### config.mk
export PLATFORM = sky130hd
export DESIGN_NAME = anton_neopixel_registers_multi
export DESIGN_NICKNAME = d
export VERILOG_FILES = /design/src/rtl/anton_neopixel_registers_multi.sv
export SDC_FILE = /design/constraint.sdc
export NUM_CORES = 1
export LEC_CHECK = 0
export CORE_MARGIN = 2
export CORE_UTILIZATION = 45
export DETAILED_ROUTE_END_ITERATION = 7
export PLACE_DENSITY = 0.58
export SYNTH_ARGS = -nofsm -noshare
export SYNTH_HDL_FRONTEND = slang
export SYNTH_SLANG_ARGS = --single-unit
### constraint.sdc
create_clock -name busClk -period 4 [get_ports busClk]
set_input_delay 0.8 -clock busClk [delete_from_list [all_inputs] [get_ports busClk]]
set_output_delay 0.8 -clock busClk [all_outputs]
set_load 0.01 [all_outputs]
### src/rtl/anton_neopixel_registers_multi.sv
// Bus-side register file and double-buffered pixel store for a
// multi-channel NeoPixel controller, with clear sequencer, frame swap
// and maskable interrupt flags.
// Ports:
//   busClk, busReset        clock, async active-high reset
//   busAddr/busDataIn       byte bus address and write data
//   busWrite/busRead        one-cycle access strobes
//   busDataOut              registered read data
//   irq                     OR of enabled interrupt flags
//   streamAddr/streamData   stream-side front-bank read port
//   syncStart/streamSyncOf  per-channel frame start / end pulses
//   state                   per-channel engine state (read-only)
//   regMax, regCtrl*        per-channel configuration outputs
//   initBusy                clear sequencer active
module anton_neopixel_registers_multi #(
   parameter int BUFFER_END = 63,
   parameter int CHANNELS = 2,
   localparam int BUFFER_BITS = $clog2(BUFFER_END + 1),
   localparam int CH_BITS = (CHANNELS > 1) ? $clog2(CHANNELS) : 1
) (
   input  logic                     busClk,
   input  logic                     busReset,
   input  logic [13:0]              busAddr,
   input  logic [7:0]               busDataIn,
   input  logic                     busWrite,
   input  logic                     busRead,
   output logic [7:0]               busDataOut,
   output logic                     irq,
   input  logic [BUFFER_BITS-1:0]   streamAddr,
   output logic [7:0]               streamData,
   input  logic [CHANNELS-1:0]      syncStart,
   input  logic [CHANNELS-1:0]      streamSyncOf,
   input  logic [CHANNELS-1:0]      state,
   output logic [13*CHANNELS-1:0]   regMax,
   output logic [CHANNELS-1:0]      regCtrlLimit,
   output logic [CHANNELS-1:0]      regCtrlRun,
   output logic [CHANNELS-1:0]      regCtrlLoop,
   output logic [CHANNELS-1:0]      regCtrl32bit,
   output logic                     initBusy
);

   localparam int FLAG_W = CHANNELS + 1;
   localparam logic [BUFFER_BITS-1:0] LAST_IDX = BUFFER_BITS'(BUFFER_END);
   localparam logic [BUFFER_BITS:0] LAST_EXT = (BUFFER_BITS + 1)'(BUFFER_END);
   localparam logic [CH_BITS:0] CH_LIMIT = (CH_BITS + 1)'(CHANNELS);

   typedef enum logic {IDLE, CLEAR} initState_t;

   initState_t initState;
   logic [BUFFER_BITS-1:0] clearCnt;
   logic frontBank;
   logic swapPending;
   logic [FLAG_W-1:0] irqFlags;
   logic [FLAG_W-1:0] irqEn;
   logic [12:0] maxReg [CHANNELS];

   // Bank 0 is the front bank when frontBank is 0.
   logic [7:0] bank0 [0:BUFFER_END];
   logic [7:0] bank1 [0:BUFFER_END];

   logic isPixel, isChan, isGlob;
   logic [BUFFER_BITS-1:0] pixIdx;
   logic pixInRange, streamInRange, clearing;
   logic [CH_BITS-1:0] chSel;
   logic chValid;
   logic [2:0] chReg;
   logic [1:0] gReg;
   logic pixWr, cfgWr, gctrlWr, flagWr, enWr;
   logic startInit, swapReq, clearLast;
   logic pendNext, swapGo;
   logic [15:0] busWide, flagsWide, enWide;
   logic [FLAG_W-1:0] flagData, flagSet;
   logic [7:0] rdData;
   logic unusedBits;

   assign isPixel = ~busAddr[13];
   assign isChan = busAddr[13] & ~busAddr[12];
   assign isGlob = busAddr[13] & busAddr[12];
   assign pixIdx = busAddr[BUFFER_BITS-1:0];
   assign pixInRange = ({1'b0, pixIdx} <= LAST_EXT);
   assign streamInRange = ({1'b0, streamAddr} <= LAST_EXT);
   assign chSel = busAddr[3 +: CH_BITS];
   assign chValid = ({1'b0, chSel} < CH_LIMIT);
   assign chReg = busAddr[2:0];
   assign gReg = busAddr[1:0];
   assign clearing = (initState == CLEAR);
   assign unusedBits = ^busAddr;

   assign pixWr = busWrite & isPixel & pixInRange & ~clearing;
   // MAX/CTRL are frozen while the clear sequencer runs.
   assign cfgWr = busWrite & isChan & chValid & ~clearing;
   assign gctrlWr = busWrite & isGlob & (gReg == 2'd0);
   assign flagWr = busWrite & isGlob & (gReg == 2'd2);
   assign enWr = busWrite & isGlob & (gReg == 2'd3);

   assign startInit = gctrlWr & busDataIn[0] & ~clearing;
   assign swapReq = gctrlWr & busDataIn[1];
   assign clearLast = clearing & (clearCnt == LAST_IDX);

   // A swap fires on the request cycle itself when nothing is running,
   // and is held off while a clear is running or being started.
   assign pendNext = swapPending | swapReq;
   assign swapGo = pendNext & ~clearing & ~startInit
                 & (streamSyncOf[0] | ~|regCtrlRun);

   assign busWide = {8'h00, busDataIn};
   assign flagData = busWide[FLAG_W-1:0];
   assign flagSet = {streamSyncOf, clearLast};
   assign flagsWide = 16'(irqFlags);
   assign enWide = 16'(irqEn);

   assign irq = |(irqFlags & irqEn);

   for (genvar g = 0; g < CHANNELS; g++) begin : gMax
      assign regMax[13*g +: 13] = maxReg[g];
   end

   always_comb begin
      rdData = 8'h00;
      unique case (1'b1)
         isPixel: begin
            if (pixInRange && !clearing)
               rdData = frontBank ? bank0[pixIdx] : bank1[pixIdx];
         end
         isChan: begin
            if (chValid) begin
               case (chReg)
                  3'd0: rdData = maxReg[chSel][7:0];
                  3'd1: rdData = {3'b000, maxReg[chSel][12:8]};
                  3'd2: rdData = {4'h0, regCtrl32bit[chSel],
                                  regCtrlLoop[chSel], regCtrlRun[chSel],
                                  regCtrlLimit[chSel]};
                  3'd3: rdData = {7'h00, state[chSel]};
                  default: rdData = 8'h00;
               endcase
            end
         end
         isGlob: begin
            case (gReg)
               2'd1: rdData = {6'h00, swapPending, initBusy};
               2'd2: rdData = flagsWide[7:0];
               2'd3: rdData = enWide[7:0];
               default: rdData = 8'h00;
            endcase
         end
         default: rdData = 8'h00;
      endcase
   end

   always_ff @(posedge busClk or posedge busReset) begin
      if (busReset) begin
         initState <= IDLE;
         clearCnt <= '0;
         initBusy <= 1'b0;
      end else begin
         unique case (initState)
            IDLE: begin
               if (startInit) begin
                  initState <= CLEAR;
                  clearCnt <= '0;
                  initBusy <= 1'b1;
               end
            end
            CLEAR: begin
               if (clearCnt == LAST_IDX) begin
                  initState <= IDLE;
                  clearCnt <= '0;
                  initBusy <= 1'b0;
               end else begin
                  clearCnt <= clearCnt + 1'b1;
               end
            end
            default: initState <= IDLE;
         endcase
      end
   end

   always_ff @(posedge busClk or posedge busReset) begin
      if (busReset) begin
         frontBank <= 1'b0;
         swapPending <= 1'b0;
      end else if (swapGo) begin
         frontBank <= ~frontBank;
         swapPending <= 1'b0;
      end else begin
         swapPending <= pendNext;
      end
   end

   always_ff @(posedge busClk or posedge busReset) begin
      if (busReset) begin
         irqFlags <= '0;
         irqEn <= '0;
      end else begin
         // Hardware set wins over a same-cycle write-one-to-clear.
         irqFlags <= (irqFlags & ~(flagWr ? flagData : '0)) | flagSet;
         if (enWr)
            irqEn <= flagData;
      end
   end

   always_ff @(posedge busClk or posedge busReset) begin
      if (busReset) begin
         for (int i = 0; i < CHANNELS; i++) begin
            maxReg[i] <= '0;
            regCtrlLimit[i] <= 1'b0;
            regCtrlRun[i] <= 1'b0;
            regCtrlLoop[i] <= 1'b0;
            regCtrl32bit[i] <= 1'b0;
         end
      end else begin
         for (int i = 0; i < CHANNELS; i++) begin
            if (startInit) begin
               maxReg[i] <= '0;
               regCtrlLimit[i] <= 1'b0;
               regCtrlRun[i] <= 1'b0;
               regCtrlLoop[i] <= 1'b0;
               regCtrl32bit[i] <= 1'b0;
            end else begin
               if (cfgWr && chSel == CH_BITS'(i) && chReg == 3'd0)
                  maxReg[i][7:0] <= busDataIn;
               if (cfgWr && chSel == CH_BITS'(i) && chReg == 3'd1)
                  maxReg[i][12:8] <= busDataIn[4:0];
               if (cfgWr && chSel == CH_BITS'(i) && chReg == 3'd2) begin
                  regCtrlLimit[i] <= busDataIn[0];
                  regCtrlRun[i] <= busDataIn[1];
                  regCtrlLoop[i] <= busDataIn[2];
                  regCtrl32bit[i] <= busDataIn[3];
               end else if (syncStart[i]) begin
                  regCtrlRun[i] <= 1'b1;
               end else if (streamSyncOf[i]) begin
                  regCtrlRun[i] <= regCtrlLoop[i];
               end
            end
         end
      end
   end

   always_ff @(posedge busClk or posedge busReset) begin
      if (busReset) begin
         busDataOut <= 8'h00;
         streamData <= 8'h00;
      end else begin
         if (busRead)
            busDataOut <= rdData;
         if (streamInRange)
            streamData <= frontBank ? bank1[streamAddr]
                                    : bank0[streamAddr];
         else
            streamData <= 8'h00;
      end
   end

   // Pixel storage is deliberately not reset.
   always_ff @(posedge busClk) begin
      if (clearing) begin
         bank0[clearCnt] <= 8'h00;
         bank1[clearCnt] <= 8'h00;
      end else if (pixWr) begin
         if (frontBank)
            bank0[pixIdx] <= busDataIn;
         else
            bank1[pixIdx] <= busDataIn;
      end
   end

endmodule

==> summary.md <==
| Metric | Value |
|---|---|
| Syn. warnings | `0` |
| Vias/cell | `6.591` |
| Number of global-route vias before repair | `30390` |
| Die area | `0.1172 mm^2` |
| Clock root buffer | `clkbuf_16` |
| Flops & latches, synth | `1090` |
| Max cap viols | `0` |
| Arr. time, crit path | `3.69 ns` |
| Sum Neg Setup Slack | `0 ns` |
| Net Sw Frac | `0.2540` |
| Routed wire length | `161.2 mm` |
| Largest family of logic cells by synthesized area | `multiplexers` |
| Setup violations, final | `0` |
| CP Launch Point | `busAddr[13]` |
| Gpl congestion | `0.9437` |
| Total Routing Usage GR | `0.2774` |
| Seq pwr share | `0.474` |
| Flop2flop setup slack | `0.77 ns` |
| Worst setup path class | `in2reg` |
| Layout cells sized above 1 | `0.3732` |
| Main flop type after synthesis | `edfxtp_1` |
| Reg2reg end | `bank0[20][5]` |
| Synth unique cells | `62` |
| Simple-gate area share of the yosys netlist | `0.03774` |
| Leakage | `19.98 nW` |
| Slew headroom | `0.09834` |
| Worst vdd ir | `0.0003281 V` |
| WL/cell | `35.33 um` |
| Clk network pwr share | `0.386` |
| Status | `finished, final reports clean` |
| Drt pass-1 iters | `8` |
| Final Hold Fails | `0` |
| Multi-input logic area | `0.01804 mm^2` |
| Seq/Total Area, Yosys | `0.6290` |
| Skew final | `0.02288 ns` |
| Final Cycle Share | `0.8122` |
| Ports | `90` |
| First-pass GRT wire length | `229.0 mm` |
| H-tree levels | `3` |
| Worst Tran Pin Value | `1.346 ns` |
| Worst skew pair latency | `0.70 ns` |
| Mapped Cells | `2642` |
| Residual DRC | `0` |
| FILL cells | `8957` |
| Post-DP Area | `0.05603 mm^2` |
| CTS tree | `built` |
| Post-synthesis compound-gate area fraction | `0.02422` |
| Reg clk slew, reported paths | `0.06 ns` |
| Largest net degree at the start of global routing | `65` |
| Min Clock Period, post-route | `3.249 ns` |
| Routed vias | `30060` |
| DP Wirelength | `112.8 mm` |
| Mapped Avg Cell Area | `19.50 um^2` |
| Inserted Clock Buffers | `113` |
| DRT antenna net count | `0` |
| Hold Path Class | `reg2reg` |
| Async SR Flop Fraction | `0.06055` |
| CTS max path bufs | `3` |
| Worst EP required | `4.44 ns` |
| Reg2Reg Depth | `8` |
| Die Span X | `342.3 um` |
| IO buf count | `83` |
| Psw | `7.074 mW` |
| Synth-to-Final Area Change | `16.08%` |
| RSZ-0062 raised after global routing | `false` |
| # hold bufs at CTS | `0` |
| Num rows | `124` |
| Drt initial violations | `3681` |
| Capture point of the worst path | `bank1[53][2]` |
| Cell Pwr Density | `465.8 mW/mm^2` |
| Logic pwr share | `0.140` |
| Worst R2R Start | `clearing` |
| Fmax achieved | `0.3078 GHz` |
| XOR/XNOR share of the synthesized area | `0.0001700` |
| Core Region | `0.1139 mm^2` |
| Post-Synth Adder-Cell Area | `0.0002429` |
| Die Ht | `342.3 um` |
| Post-synth EDFFs | `1024` |
| Post-CTS Setup Repair Bufs | `0` |
| Post-Route Utilization | `0.5251` |
| CP max FO | `21` |
| Nets | `2991` |
| Initial core utilization | `0.4524` |
| Num Clock Sinks | `1090` |
| Final instance area | `0.05980 mm^2` |
| Flip-flop and latch area | `0.03240 mm^2` |
| Worst Setup Start Kind | `input pin` |
| Initial antenna violation count | `6` |
| Post-synthesis mux area share | `0.2874` |
| # resized after CTS | `0` |
| Crit end category | `flip-flop` |
| Mapped Nets | `2681` |
| Grt total ovfl | `0` |
| P_int | `20.78 mW` |
| Fin. max-slew vios | `0` |
| Synthesized area | `0.05151 mm^2` |
-- synthesized netlist by cell type, drive strengths merged, types with 16 or more instances --
master	n	area, um^2
a21oi	20	100.1
clkbuf	68	255.2
mux2i	110	1101
nor3	22	115.1
nor2	202	758.2
nand3	28	140.1
edfxtp	1024	30750
nand2	95	356.6
nand2b	17	106.4
buf	129	802.0
a22oi	21	157.7
mux2	27	304.0
a31oi	16	100.1
mux4	595	13400
dfrtp	66	1652
a221oi	20	175.2
o21ai	29	145.1
-- power groups by stage --
stage	registers (mW)	clock network, mW	logic (mW)
5_1_grt	13.2	11.3	4.05
4_1_cts	13.2	10.9	3.88
6_report	13.2	10.8	3.91
3_3_place_gp	13.4	0	3.83
3_5_place_dp	13.4	0	3.87
2_1_floorplan	13.3	0	2.05
-- cell type report --
cell class                      count  share of cell area
Tap cell                         1512             0.03164
Multi-Input combinational cell   1345              0.3018
Clock buffer                      134             0.05001
Timing Repair Buffer              392             0.06110
Sequential cell                  1090              0.5418
Inverter                           10           0.0006696
Clock inverter                     73             0.01278
Antenna cell                        5           0.0002092
-- state kept, by name, indices dropped and copies added, names as in the netlist --
signal,flops
bank0,512
bank1,512
busDataOut,8
clearCnt,6
clearing,1
frontBank,1
initBusy,1
irqEn,3
irqFlags,3
regCtrl32bit,2
regCtrlLimit,2
regCtrlLoop,2
regCtrlRun,2
regMax,26
streamData,8
swapPending,1
-- logic make-up after synthesis --
group	Yosys count
compound gates	178
xor+xnor	1
fa+ha+maj	1
buf+inv	207
flops	1090
mux	732
simple gates	433
-- metrics by stage --
step	setup WS [ns]	power, mW	hold WS [ns]	std cells
2_1_floorplan	0.8975	15.40	0.4689	2642
3_3_place_gp	0.1338	17.22	0.4845	4349
3_5_place_dp	0.1605	17.29	0.4960	4349
4_1_cts	0.8434	27.96	0.5121	4556
5_1_grt	0.6346	28.57	0.5255	4556
6_report	0.7510	27.86	0.5085	4561
-- metal layers --
metal | GRT usage | wire length, um | up-vias
li1 | - | - | 11920
met2 | 0.4324 | 76490 | 1639
met1 | 0.4020 | 65330 | 16240
met5 | 0 | 34 | -
met3 | 0.05049 | 14430 | 266
met4 | 0.08324 | 4871 | 4
-- how the worst min path moves through the flow --
stage / start / depth (start not counted) / to
floorplan: irqFlags[0] / 1 / irqFlags[0]
global placement: busDataOut[0] / 1 / busDataOut[0]
detailed placement: irqFlags[0] / 1 / irqFlags[0]
CTS: busDataOut[0] / 1 / busDataOut[0]
global route: busDataOut[4] / 1 / busDataOut[4]
finish: irqFlags[2] / 1 / irqFlags[2]
-- placed cells by master, fill, tap and decap left out, types with 29 or more instances in the layout --
master,instances
edfxtp_1,1024
mux4_2,595
buf_4,272
nor2_1,202
clkbuf_16,116
mux2i_1,110
nand2_1,95
clkdlybuf4s50_1,74
dfrtp_1,66
buf_12,40
o21ai_0,29
-- worst max-delay path, stage by stage --
cell and delay, ns:
clkdlybuf4s50_1 0.52, nor4b_2 0.41, buf_4 0.24, buf_4 0.28, nor3_1 0.08, a31oi_1 0.98
nor2_1 0.12, buf_4 0.25
Note: power is estimated with default switching activity, not from simulation.
==> RTL edit (same settings) <==
Put a register stage on the output `regMax`, cleared by the reset. The value now appears one clock later. The other outputs are not delayed to match.
--- a/src/rtl/anton_neopixel_registers_multi.sv
+++ b/src/rtl/anton_neopixel_registers_multi.sv
@@ -48,2 +48,4 @@
 
+   logic [13*CHANNELS-1:0] regMax_d;
+
    initState_t initState;
@@ -114,3 +116,3 @@
    for (genvar g = 0; g < CHANNELS; g++) begin : gMax
-      assign regMax[13*g +: 13] = maxReg[g];
+      assign regMax_d[13*g +: 13] = maxReg[g];
    end
@@ -266,2 +268,10 @@
 
+   always_ff @(posedge busClk or posedge busReset) begin
+      if (busReset) begin
+         regMax <= '0;
+      end else begin
+         regMax <= regMax_d;
+      end
+   end
+
 endmodule
Formal check against the unedited RTL: not equivalent (Yosys sat finds a counterexample within 4 cycles, from zero or initial values and one cycle with busReset high).
==> RTL edit against the unedited design <==
- sequential cell count rose by 26
- die area increased by 1.6%
- sequential power increased by 3%
- total power increased by 3.9%
- routed wire length grew 2.5%
- critical path depth rose by 1
- maximum frequency is 4.9% lower
- cell area up 2.0%
- setup slack got worse by 0.17 ns
- area after synthesis up 1.6%
- largest cell class unchanged
- register-to-register slack improved by 0.08 ns
==> RTL edit: results (changes against the unedited design) <==
INFO  global_routing met2_usage=42.6% [-0.65 points]
INFO  logic_synthesis mappedNetlistNets=2813 [+4.9%]
INFO  drt            wl_met1=67900um [+3.9%]
INFO  layout         layout-drive-gt1-share=35.3% [-2.1 points]
INFO  drt            routedWlPerCell=34.9um [-1.3%]
INFO  critical_path  worst-path-max-fanout=8 [-62%]
INFO  worst_hold_path hold_start=maxReg[1]
INFO  timing         timing.clock.skew=0.0237ns [+0.000820 ns]
INFO  global_routing globalRouteMet3Util=5.77% [+0.72 points]
INFO  logic_synthesis seq_area_frac_synth=63.1% [+0.22 points]
INFO  global_routing grtUsageMet1=40.6% [+0.38 points]
INFO  global_routing grt_use_total=27.8% [+0.10 points]
INFO  timing         post-route-period-util=85.4% [+4.2 points]
INFO  drt            detailroute.wirelength.met2=76000um [-0.66%]
INFO  logic_synthesis synthArstFlopShare=8.24% [+2.2 points]
INFO  global_routing first_global_vias=31.3k [+3.1%]
INFO  clock_tree     tritoncts.num_buffers=117 [+3.5%]
INFO  clock_tree     clock_insertion_delay_worst_skew=0.72ns [+0.02 ns]
INFO  logic_synthesis synth.cells.most_frequent=edfxtp_1 (1024), mux4_2 (550), nor2_1 (190)
INFO  placement      gp_routability_congestion=0.998 [+5.8%]
INFO  outcome        outcome=finished, final reports clean
INFO  logic_synthesis synth_xor_xnor_area_share=0.0502% [+0.033 points]
INFO  logic_synthesis yosys.cell_types.count=69 [+11%]
INFO  critical_path  worst_setup_path_endpoint=bank1[4][4]
INFO  logic_synthesis synth-adder-area-share=0.0239% [-0.00039 points]
INFO  logic_synthesis synth.mux.area_fraction=27.4% [-1.4 points]
INFO  timing         slew_headroom=27.6% [+18 points]
INFO  power_and_ir_drop ir_worst_vdd=0.000316V [-3.6%]
INFO  worst_hold_path holdPathStages=0 [-1]
INFO  drt            drt_pass1_iterations=6 [-2]
INFO  layout         final_net_count=3148 [+5.2%]
INFO  global_routing antenna_found_initial=9 [+3]
INFO  critical_path  cp_data_arrival_time=3.82ns [+0.13 ns]
INFO  worst_hold_path worst_hold_end=regMax[14]
INFO  global_routing global_route_wire_length_before_repair=236000um [+2.9%]
INFO  critical_path  crit_slowest_cell=clkdlybuf4s50_1
## RTL edit: metrics by stage
step | cell area [um^2] | power (uW) | cells | hold WS [ns]
2_1_floorplan | 52400 | 15900 | 2774 | 0.367
3_3_place_gp | 57100 | 18000 | 4514 | 0.380
3_5_place_dp | 57100 | 18100 | 4514 | 0.388
4_1_cts | 61000 | 29000 | 4731 | 0.401
5_1_grt | 61000 | 29800 | 4732 | 0.411
6_report | 61000 | 28900 | 4733 | 0.400
## RTL edit: area by class of cell
type                       instances  area, um^2  share of cell area [%]
antenna                            2        5.00                 0.00821
clock buffer                     144        3120                    5.12
clock inverter                    73         744                    1.22
inverter                           8        32.5                  0.0533
multi-input combinational       1438       18200                    29.9
sequential                      1116       33100                    54.2
tap                             1524        1910                    3.13
timing repair buffer             428        3910                    6.41
## RTL edit: where the power goes
part	internal [uW]	switching [uW]
Clock	6420	4630
Sequential	13300	347
Combinational	1710	2590
Total	21400	7560
